### src/rtl/grant_bus_xfer_ctrl_pkg.sv
// Shared types for the grant-driven bus transfer controller: FSM states,
// owner index type and the grant decoder used when IDLE accepts a grant.
package bus_ctrl_pkg;

    localparam int NUM_CPU = 4;

    typedef enum logic [1:0] {
        ST_IDLE = 2'd0,
        ST_XFER = 2'd1,
        ST_DONE = 2'd2,
        ST_HOLD = 2'd3
    } state_e;

    typedef logic [1:0] owner_t;

    typedef struct packed {
        logic   any;
        logic   multi;
        owner_t idx;
    } grant_dec_t;

    // Multi-hot is detected by clearing the lowest set bit and testing the rest.
    function automatic grant_dec_t decode_grant(input logic [NUM_CPU-1:0] oh);
        grant_dec_t r;
        r.any   = |oh;
        r.multi = |(oh & (oh - NUM_CPU'(1)));
        r.idx   = 2'd0;
        for (int i = 0; i < NUM_CPU; i++) begin
            if (oh[i]) begin
                r.idx = owner_t'(i);
            end else begin
                r.idx = r.idx;
            end
        end
        return r;
    endfunction

endpackage

### src/rtl/grant_bus_xfer_ctrl_if.sv
// Shared slave bus: one beat per valid/ready handshake, read data returned
// in the accepting cycle.
interface grant_bus_xfer_ctrl_if #(
    parameter int DATA_W = 32,
    parameter int ADDR_W = 16
);

    logic              bus_valid;
    logic              bus_we;
    logic [ADDR_W-1:0] bus_addr;
    logic [DATA_W-1:0] bus_wdata;
    logic              bus_ready;
    logic [DATA_W-1:0] bus_rdata;

    modport master (
        output bus_valid,
        output bus_we,
        output bus_addr,
        output bus_wdata,
        input  bus_ready,
        input  bus_rdata
    );

    modport slave (
        input  bus_valid,
        input  bus_we,
        input  bus_addr,
        input  bus_wdata,
        output bus_ready,
        output bus_rdata
    );

endinterface

### src/rtl/grant_bus_xfer_ctrl_watchdog.sv
// Beat watchdog: counts stalled cycles and flags the TIMEOUT-th one so the
// controller can abort in that same cycle.
module bus_ctrl_watchdog #(
    parameter int TIMEOUT = 255
) (
    input  logic clk,
    input  logic reset,
    input  logic clear,
    input  logic enable,
    output logic expired
);

    localparam int              CNT_W = $clog2(TIMEOUT + 1);
    localparam logic [CNT_W-1:0] LAST = CNT_W'(TIMEOUT - 1);

    logic [CNT_W-1:0] cnt_q;
    logic [CNT_W-1:0] cnt_d;

    // Next count: clear wins over counting a stalled cycle.
    always_comb begin
        if (clear) begin
            cnt_d = '0;
        end else if (enable) begin
            cnt_d = cnt_q + CNT_W'(1);
        end else begin
            cnt_d = cnt_q;
        end
    end

    // Stall counter register.
    always_ff @(posedge clk or posedge reset) begin
        if (reset) begin
            cnt_q <= '0;
        end else begin
            cnt_q <= cnt_d;
        end
    end

    assign expired = enable && (cnt_q == LAST);

endmodule

### src/rtl/grant_bus_xfer_ctrl.sv
// Consumes the arbiter's one-hot grant, captures the winner's descriptor and
// runs a non-preemptable multi-beat transfer on the shared slave bus.
module grant_bus_xfer_ctrl
    import bus_ctrl_pkg::*;
#(
    parameter int DATA_W  = 32,
    parameter int ADDR_W  = 16,
    parameter int LEN_W   = 3,
    parameter int TIMEOUT = 255
) (
    input  logic                      clk,
    input  logic                      reset,
    input  logic [NUM_CPU-1:0]        grant,
    input  logic [NUM_CPU*ADDR_W-1:0] cpu_addr,
    input  logic [NUM_CPU*LEN_W-1:0]  cpu_len,
    input  logic [NUM_CPU-1:0]        cpu_we,
    input  logic [NUM_CPU*DATA_W-1:0] cpu_wdata,
    grant_bus_xfer_ctrl_if.master     bus,
    output logic [NUM_CPU-1:0]        cpu_ack,
    output logic [DATA_W-1:0]         cpu_rdata,
    output logic [NUM_CPU-1:0]        cpu_done,
    output logic [NUM_CPU-1:0]        cpu_err,
    output logic                      busy,
    output logic                      grant_err
);

    state_e              state_q, state_d;
    owner_t              owner_q, owner_d;
    logic [ADDR_W-1:0]   addr_q, addr_d;
    logic [LEN_W-1:0]    len_q, len_d;
    logic                we_q, we_d;
    logic [LEN_W-1:0]    beat_cnt_q, beat_cnt_d;
    logic [NUM_CPU-1:0]  cpu_ack_q, cpu_ack_d;
    logic [DATA_W-1:0]   cpu_rdata_q, cpu_rdata_d;
    logic [NUM_CPU-1:0]  cpu_done_q, cpu_done_d;
    logic [NUM_CPU-1:0]  cpu_err_q, cpu_err_d;
    logic                busy_q, busy_d;
    logic                grant_err_q, grant_err_d;

    grant_dec_t          gdec_s;
    logic                xfer_s;
    logic                beat_fire_s;
    logic                wd_clear_s;
    logic                wd_expired_s;

    assign gdec_s      = decode_grant(grant);
    assign xfer_s      = (state_q == ST_XFER);
    assign beat_fire_s = xfer_s && bus.bus_ready;

    bus_ctrl_watchdog #(
        .TIMEOUT (TIMEOUT)
    ) u_watchdog (
        .clk     (clk),
        .reset   (reset),
        .clear   (wd_clear_s),
        .enable  (xfer_s && !bus.bus_ready),
        .expired (wd_expired_s)
    );

    // Next-state, descriptor capture and output pulse generation.
    always_comb begin
        state_d     = state_q;
        owner_d     = owner_q;
        addr_d      = addr_q;
        len_d       = len_q;
        we_d        = we_q;
        beat_cnt_d  = beat_cnt_q;
        cpu_rdata_d = cpu_rdata_q;
        cpu_ack_d   = 4'b0000;
        cpu_done_d  = 4'b0000;
        cpu_err_d   = 4'b0000;
        grant_err_d = 1'b0;
        wd_clear_s  = 1'b0;

        case (state_q)
            ST_IDLE: begin
                if (gdec_s.multi) begin
                    grant_err_d = 1'b1;
                end else if (gdec_s.any) begin
                    owner_d    = gdec_s.idx;
                    addr_d     = cpu_addr[gdec_s.idx*ADDR_W +: ADDR_W];
                    len_d      = cpu_len[gdec_s.idx*LEN_W +: LEN_W];
                    we_d       = cpu_we[gdec_s.idx];
                    beat_cnt_d = '0;
                    wd_clear_s = 1'b1;
                    state_d    = ST_XFER;
                end else begin
                    state_d = ST_IDLE;
                end
            end

            ST_XFER: begin
                if (beat_fire_s) begin
                    cpu_ack_d[owner_q] = 1'b1;
                    if (!we_q) begin
                        cpu_rdata_d = bus.bus_rdata;
                    end else begin
                        cpu_rdata_d = cpu_rdata_q;
                    end
                    beat_cnt_d = beat_cnt_q + LEN_W'(1);
                    wd_clear_s = 1'b1;
                    // done/err are registered, so they are raised on entry to DONE
                    if (beat_cnt_q == len_q) begin
                        cpu_done_d[owner_q] = 1'b1;
                        state_d             = ST_DONE;
                    end else begin
                        state_d = ST_XFER;
                    end
                end else if (wd_expired_s) begin
                    cpu_done_d[owner_q] = 1'b1;
                    cpu_err_d[owner_q]  = 1'b1;
                    state_d             = ST_DONE;
                end else begin
                    state_d = ST_XFER;
                end
            end

            ST_DONE: begin
                state_d = ST_HOLD;
            end

            // One dead cycle lets the arbiter's stale grant drain.
            ST_HOLD: begin
                state_d = ST_IDLE;
            end

            default: begin
                state_d = ST_IDLE;
            end
        endcase

        busy_d = (state_d != ST_IDLE);
    end

    // State, descriptor and output registers.
    always_ff @(posedge clk or posedge reset) begin
        if (reset) begin
            state_q     <= ST_IDLE;
            owner_q     <= 2'd0;
            addr_q      <= '0;
            len_q       <= '0;
            we_q        <= 1'b0;
            beat_cnt_q  <= '0;
            cpu_ack_q   <= 4'b0000;
            cpu_rdata_q <= '0;
            cpu_done_q  <= 4'b0000;
            cpu_err_q   <= 4'b0000;
            busy_q      <= 1'b0;
            grant_err_q <= 1'b0;
        end else begin
            state_q     <= state_d;
            owner_q     <= owner_d;
            addr_q      <= addr_d;
            len_q       <= len_d;
            we_q        <= we_d;
            beat_cnt_q  <= beat_cnt_d;
            cpu_ack_q   <= cpu_ack_d;
            cpu_rdata_q <= cpu_rdata_d;
            cpu_done_q  <= cpu_done_d;
            cpu_err_q   <= cpu_err_d;
            busy_q      <= busy_d;
            grant_err_q <= grant_err_d;
        end
    end

    // Bus side is a decode of the state register, so reset drops it at once.
    assign bus.bus_valid = xfer_s;
    assign bus.bus_we    = xfer_s ? we_q : 1'b0;
    assign bus.bus_addr  = xfer_s ? (addr_q + ADDR_W'(beat_cnt_q)) : '0;
    assign bus.bus_wdata = xfer_s ? cpu_wdata[owner_q*DATA_W +: DATA_W] : '0;

    assign cpu_ack   = cpu_ack_q;
    assign cpu_rdata = cpu_rdata_q;
    assign cpu_done  = cpu_done_q;
    assign cpu_err   = cpu_err_q;
    assign busy      = busy_q;
    assign grant_err = grant_err_q;

endmodule

### src/flat_wrapper.sv
// flat-port wrapper written by rule: the top's interface ports become plain ports
module grant_bus_xfer_ctrl_flat import bus_ctrl_pkg::*;
#(
    parameter int DATA_W  = 32,
    parameter int ADDR_W  = 16,
    parameter int LEN_W   = 3,
    parameter int TIMEOUT = 255
)
  (clk, reset, grant, cpu_addr, cpu_len, cpu_we, cpu_wdata, cpu_ack, cpu_rdata, cpu_done, cpu_err, busy, grant_err, bus_bus_valid, bus_bus_we, bus_bus_addr, bus_bus_wdata, bus_bus_ready, bus_bus_rdata);
  grant_bus_xfer_ctrl_if #(.DATA_W(DATA_W), .ADDR_W(ADDR_W)) bus_i ();
  input  logic clk;
  input  logic reset;
  input  logic [NUM_CPU-1:0] grant;
  input  logic [NUM_CPU*ADDR_W-1:0] cpu_addr;
  input  logic [NUM_CPU*LEN_W-1:0] cpu_len;
  input  logic [NUM_CPU-1:0] cpu_we;
  input  logic [NUM_CPU*DATA_W-1:0] cpu_wdata;
  output logic [NUM_CPU-1:0] cpu_ack;
  output logic [DATA_W-1:0] cpu_rdata;
  output logic [NUM_CPU-1:0] cpu_done;
  output logic [NUM_CPU-1:0] cpu_err;
  output logic busy;
  output logic grant_err;
  output wire logic [$bits(bus_i.bus_valid)-1:0] bus_bus_valid;
  output wire logic [$bits(bus_i.bus_we)-1:0] bus_bus_we;
  output wire logic [$bits(bus_i.bus_addr)-1:0] bus_bus_addr;
  output wire logic [$bits(bus_i.bus_wdata)-1:0] bus_bus_wdata;
  input wire logic [$bits(bus_i.bus_ready)-1:0] bus_bus_ready;
  input wire logic [$bits(bus_i.bus_rdata)-1:0] bus_bus_rdata;
  assign bus_bus_valid = bus_i.bus_valid;
  assign bus_bus_we = bus_i.bus_we;
  assign bus_bus_addr = bus_i.bus_addr;
  assign bus_bus_wdata = bus_i.bus_wdata;
  assign bus_i.bus_ready = bus_bus_ready;
  assign bus_i.bus_rdata = bus_bus_rdata;
  grant_bus_xfer_ctrl #(.DATA_W(DATA_W), .ADDR_W(ADDR_W), .LEN_W(LEN_W), .TIMEOUT(TIMEOUT)) u_core (.clk(clk), .reset(reset), .grant(grant), .cpu_addr(cpu_addr), .cpu_len(cpu_len), .cpu_we(cpu_we), .cpu_wdata(cpu_wdata), .bus(bus_i), .cpu_ack(cpu_ack), .cpu_rdata(cpu_rdata), .cpu_done(cpu_done), .cpu_err(cpu_err), .busy(busy), .grant_err(grant_err));
endmodule
### config.mk
export PLATFORM = sky130hd
export DESIGN_NAME = grant_bus_xfer_ctrl_flat
export DESIGN_NICKNAME = d
export VERILOG_FILES = /design/src/rtl/grant_bus_xfer_ctrl_pkg.sv /design/src/rtl/grant_bus_xfer_ctrl_if.sv /design/src/rtl/grant_bus_xfer_ctrl_watchdog.sv /design/src/rtl/grant_bus_xfer_ctrl.sv /design/src/flat_wrapper.sv
export SDC_FILE = /design/constraint.sdc
export NUM_CORES = 1
export LEC_CHECK = 0
export ABC_AREA = 1
export CAP_MARGIN = 20
export CORE_AREA = 4 4 132 134
export DETAILED_ROUTE_END_ITERATION = 12
export DIE_AREA = 0 0 136 138
export HOLD_SLACK_MARGIN = 0.15
export MAX_ROUTING_LAYER = met4
export PLACE_DENSITY = 0.86
export SYNTH_ARGS = -nofsm -noshare
export SYNTH_HDL_FRONTEND = slang
export SYNTH_SLANG_ARGS = --single-unit
### constraint.sdc
create_clock -name clk -period 2.7 [get_ports clk]
set_input_delay 0.27 -clock clk [delete_from_list [all_inputs] [get_ports clk]]
set_output_delay 0.27 -clock clk [all_outputs]
set_load 0.03 [all_outputs]
==> flow_metrics.env <==
export IMPL_start_util=0.352
export IMPL_netlist_top_cell_by_area="sky130_fd_sc_hd__dfrtp_1"
export IMPL_num_rows=47
export IMPL_cts_path_max_buffers=2
export IMPL_postSynthCellCount=841
export IMPL_yosysMostFrequentCell="sky130_fd_sc_hd__nand2_1"
export IMPL_unrepaired_setup_endpoints_after_global_routing="false"
export IMPL_synthToLayoutAreaGrowth_pct=66.7
export IMPL_replace_congestion=0.936
export IMPL_finalMaxSlewViolations=0
export IMPL_cts_buffers_inserted=9
export IMPL_static_leakage_power_nw=4.27
export IMPL_worstSkewPairLatency_ps=330
export IMPL_netSwitchingPower_w=0.00475
export IMPL_tritoncts_clock_tree="done"
export IMPL_r2r_worst_path_cells=6
export IMPL_ffs_latches_synth=81
export IMPL_finalCritPeriodShare=0.940
export IMPL_combinationalPowerShare=0.653
export IMPL_core_area_sq_mm=0.0163
export IMPL_endpoints_failing_hold=0
export IMPL_timing_critical_path_fanout_max=5
export IMPL_seq_power_share=0.217
export IMPL_detailroute_via_count=7009
export IMPL_fin_crit_ps=2540
export IMPL_outcome="finished clean"
export IMPL_critPathLaunchType="register"
export IMPL_irDropWorstVdd_mv=0.452
export IMPL_drc=0
export IMPL_min_path_cells=2
export IMPL_post_drt_via_cell_ratio=5.08
export IMPL_fin_tns_setup_ps=0
export IMPL_clk_transition_reported_paths_ps=70
export IMPL_clock_power_share=0.130
export IMPL_crit_type="register to output pin"
export IMPL_floorplan_die_width_microns=136
export IMPL_drt_first_pass_iters=5
export IMPL_switching_share=0.503
export IMPL_route_detailed_wl_per_inst_microns=17.0
export IMPL_yosysWarningCount=0
export IMPL_worstHoldPathType="register to register"
export IMPL_largest_net_degree_at_the_start_of_global_routing=78
export IMPL_synth_cells_most_frequent="sky130_fd_sc_hd__nand2_1 (233), sky130_fd_sc_hd__nand3_1 (185), sky130_fd_sc_hd__nor2_1 (87)"
export IMPL_antenna_found_initial=1
export IMPL_max_clock_freq_ghz=0.394
export IMPL_seq_area_frac_synth=0.353
export IMPL_placedInstanceArea_sq_mm=0.00926
export IMPL_placement_io_buffers=342
export IMPL_dieArea_sq_mm=0.0188
export IMPL_dp_hpwl_mm=18.4
export IMPL_ctsHtreeMaxLevel=3
export IMPL_arrival_ps=2270
export IMPL_skew_ps=8.91
export IMPL_max_cap_violations=0
export IMPL_cts_repair_timing_setup_buffer_count=0
export IMPL_max_slew_worst_pin_slew_ps=704
export IMPL_stdcell_area_sq_mm=0.00956
export IMPL_p_int_w=0.00470
export IMPL_required_ps=2430
export IMPL_clk_root_buffer_cell="sky130_fd_sc_hd__clkbuf_16"
export IMPL_grt_pass1_vias=6849
export IMPL_synth_enable_flop_cells=0
export IMPL_synth_main_ff_cell="sky130_fd_sc_hd__dfrtp_1"
export IMPL_finish_net_count=1408
export IMPL_yosysTopAreaCellShare=0.353
export IMPL_worst_rel_slew_slack=0.531
export IMPL_async_flop_share=1.00
export IMPL_io_pins=343
export IMPL_power_per_cell_area_mw_per_mm2=989
export IMPL_final_antenna_net_count=0
export IMPL_synthesis_area_per_instance_sq_um=6.82
export IMPL_clock_sink_count=81
export IMPL_netlist_area_sq_mm=0.00574
export IMPL_grt_first_pass_wirelength_mm=35.9
export IMPL_synth_area_top_cells="sky130_fd_sc_hd__dfrtp_1 (35%), sky130_fd_sc_hd__nand3_1 (16%), sky130_fd_sc_hd__nand2_1 (15%)"
export IMPL_synthesized_net_count=1095
export IMPL_global_route_usage_total=0.245
export IMPL_cp_end_kind="output pin"
export IMPL_ys_types=33
export IMPL_post_route_cells_drive_above_1_share=0.0975
export IMPL_detail_route_iter0_violations=413
export IMPL_die_h_microns=138
export IMPL_finalSetupViolCount=0
export IMPL_finalWirelength_mm=23.5
export IMPL_overflow=0
==> worst paths after layout <==
path                                      start                  end  slack [ps]
hold reg to reg             u_core.cpu_rdata[6]  u_core.cpu_rdata[6]         470
setup reg to reg              u_core.state_q[1]  u_core.cpu_rdata[8]         910
setup / recovery           u_core.beat_cnt_q[2]      bus_bus_addr[7]         160
min in group asynchronous                 reset  u_core.cpu_rdata[0]         690
max in group asynchronous                 reset    u_core.owner_q[1]        1380
hold / removal              u_core.cpu_rdata[6]  u_core.cpu_rdata[6]         470
==> logic make-up after synthesis <==
family          share of synthesized area
xor+xnor                          0.00611
fa+ha+maj                          0.0166
buf+inv                            0.0962
flops                               0.353
compound gates                      0.118
simple gates                        0.410
==> state kept, by name (all words and copies together), names as in the netlist <==
| name | count |
|---|---|
| u_core.cpu_rdata | 32 |
| u_core.busy | 1 |
| u_core.cpu_err | 4 |
| u_core.len_q | 3 |
| u_core.cpu_ack | 4 |
| u_core.owner_q | 2 |
| u_core.beat_cnt_q | 3 |
| u_core.we_q | 1 |
| u_core.addr_q | 16 |
| u_core.state_q | 2 |
| u_core.grant_err | 1 |
| u_core.u_watchdog.cnt_q | 8 |
| u_core.cpu_done | 4 |
==> stage by stage <==
| step | total power, W | utilization | hold WS, ps | instances | worst slack (ps) |
|---|---|---|---|---|---|
| finish | 0.00946 | 0.587 | 471 | 1380 | 163 |
| global route | 0.0100 | 0.587 | 496 | 1380 | 0.284 |
| CTS | 0.00949 | 0.587 | 474 | 1379 | 0.526 |
| detailed placement | 0.00826 | 0.568 | 459 | 1362 | 66.5 |
| global placement | 0.00818 | 0.568 | 454 | 1362 | 131 |
| floorplan | 0.00575 | - | 415 | 841 | 350 |
==> cell type report <==
cell class                      instances  area [sq um]
Clock inverter                          6          67.6
Multi-Input combinational cell        649          3180
Timing Repair Buffer                  361          3580
Tap cell                              220           275
Fill cell                            1462          6730
Clock buffer                           10           229
Inverter                               52           196
Antenna cell                            1          2.50
Sequential cell                        81          2030
==> power groups by stage <==
stage | Sequential [W] | Combinational [W] | Clock [W]
3_5_place_dp | 0.00206 | 0.00620 | 0
3_3_place_gp | 0.00204 | 0.00615 | 0
4_1_cts | 0.00204 | 0.00619 | 0.00125
6_report | 0.00205 | 0.00617 | 0.00123
2_1_floorplan | 0.00248 | 0.00327 | 0
5_1_grt | 0.00211 | 0.00661 | 0.00132
==> routing by layer <==
metal,vias up,share of wire,GRT usage
li1,3432,-,-
met1,3182,0.37,0.274
met2,347,0.50,0.423
met3,48,0.093,0.0505
met4,0,0.036,0.0981
met5,-,0,-
==> what timing repair did <==
item | in CTS | in global routing
hold buffers | 1 | 0
pin swaps | 0 | 0
endpoints found under the setup margin | 8 | 11
resized for setup | 9 | 16
hold endpoints to repair | 4 | 0
==> placed cells by master (no fill, tap or decap), types with 3 or more instances in the layout <==
| cell | count |
|---|---|
| sky130_fd_sc_hd__a21oi_1 | 17 |
| sky130_fd_sc_hd__a41oi_1 | 32 |
| sky130_fd_sc_hd__buf_12 | 11 |
| sky130_fd_sc_hd__buf_4 | 46 |
| sky130_fd_sc_hd__clkbuf_16 | 9 |
| sky130_fd_sc_hd__clkbuf_2 | 6 |
| sky130_fd_sc_hd__clkdlybuf4s50_1 | 295 |
| sky130_fd_sc_hd__dfrtp_1 | 79 |
| sky130_fd_sc_hd__ha_1 | 6 |
| sky130_fd_sc_hd__inv_1 | 40 |
| sky130_fd_sc_hd__inv_2 | 10 |
| sky130_fd_sc_hd__nand2_1 | 232 |
| sky130_fd_sc_hd__nand2_2 | 6 |
| sky130_fd_sc_hd__nand2_4 | 4 |
| sky130_fd_sc_hd__nand3_1 | 185 |
| sky130_fd_sc_hd__nand3b_1 | 8 |
| sky130_fd_sc_hd__nor2_1 | 86 |
| sky130_fd_sc_hd__nor2_2 | 3 |
| sky130_fd_sc_hd__nor2_4 | 3 |
| sky130_fd_sc_hd__o21ai_0 | 36 |
| sky130_fd_sc_hd__o21ai_1 | 6 |
| sky130_fd_sc_hd__o21bai_1 | 10 |
| sky130_fd_sc_hd__xor2_1 | 3 |
==> critical path: stages (launching register included) <==
cell	delay, ps
sky130_fd_sc_hd__dfrtp_1	440
sky130_fd_sc_hd__ha_1	380
sky130_fd_sc_hd__or2_2	290
sky130_fd_sc_hd__nand2_1	200
sky130_fd_sc_hd__inv_1	90
sky130_fd_sc_hd__nand3_1	80
sky130_fd_sc_hd__nand2_1	70
sky130_fd_sc_hd__a21oi_2	230
sky130_fd_sc_hd__buf_12	160
No activity file was read; power rests on OpenSTA's default activity.
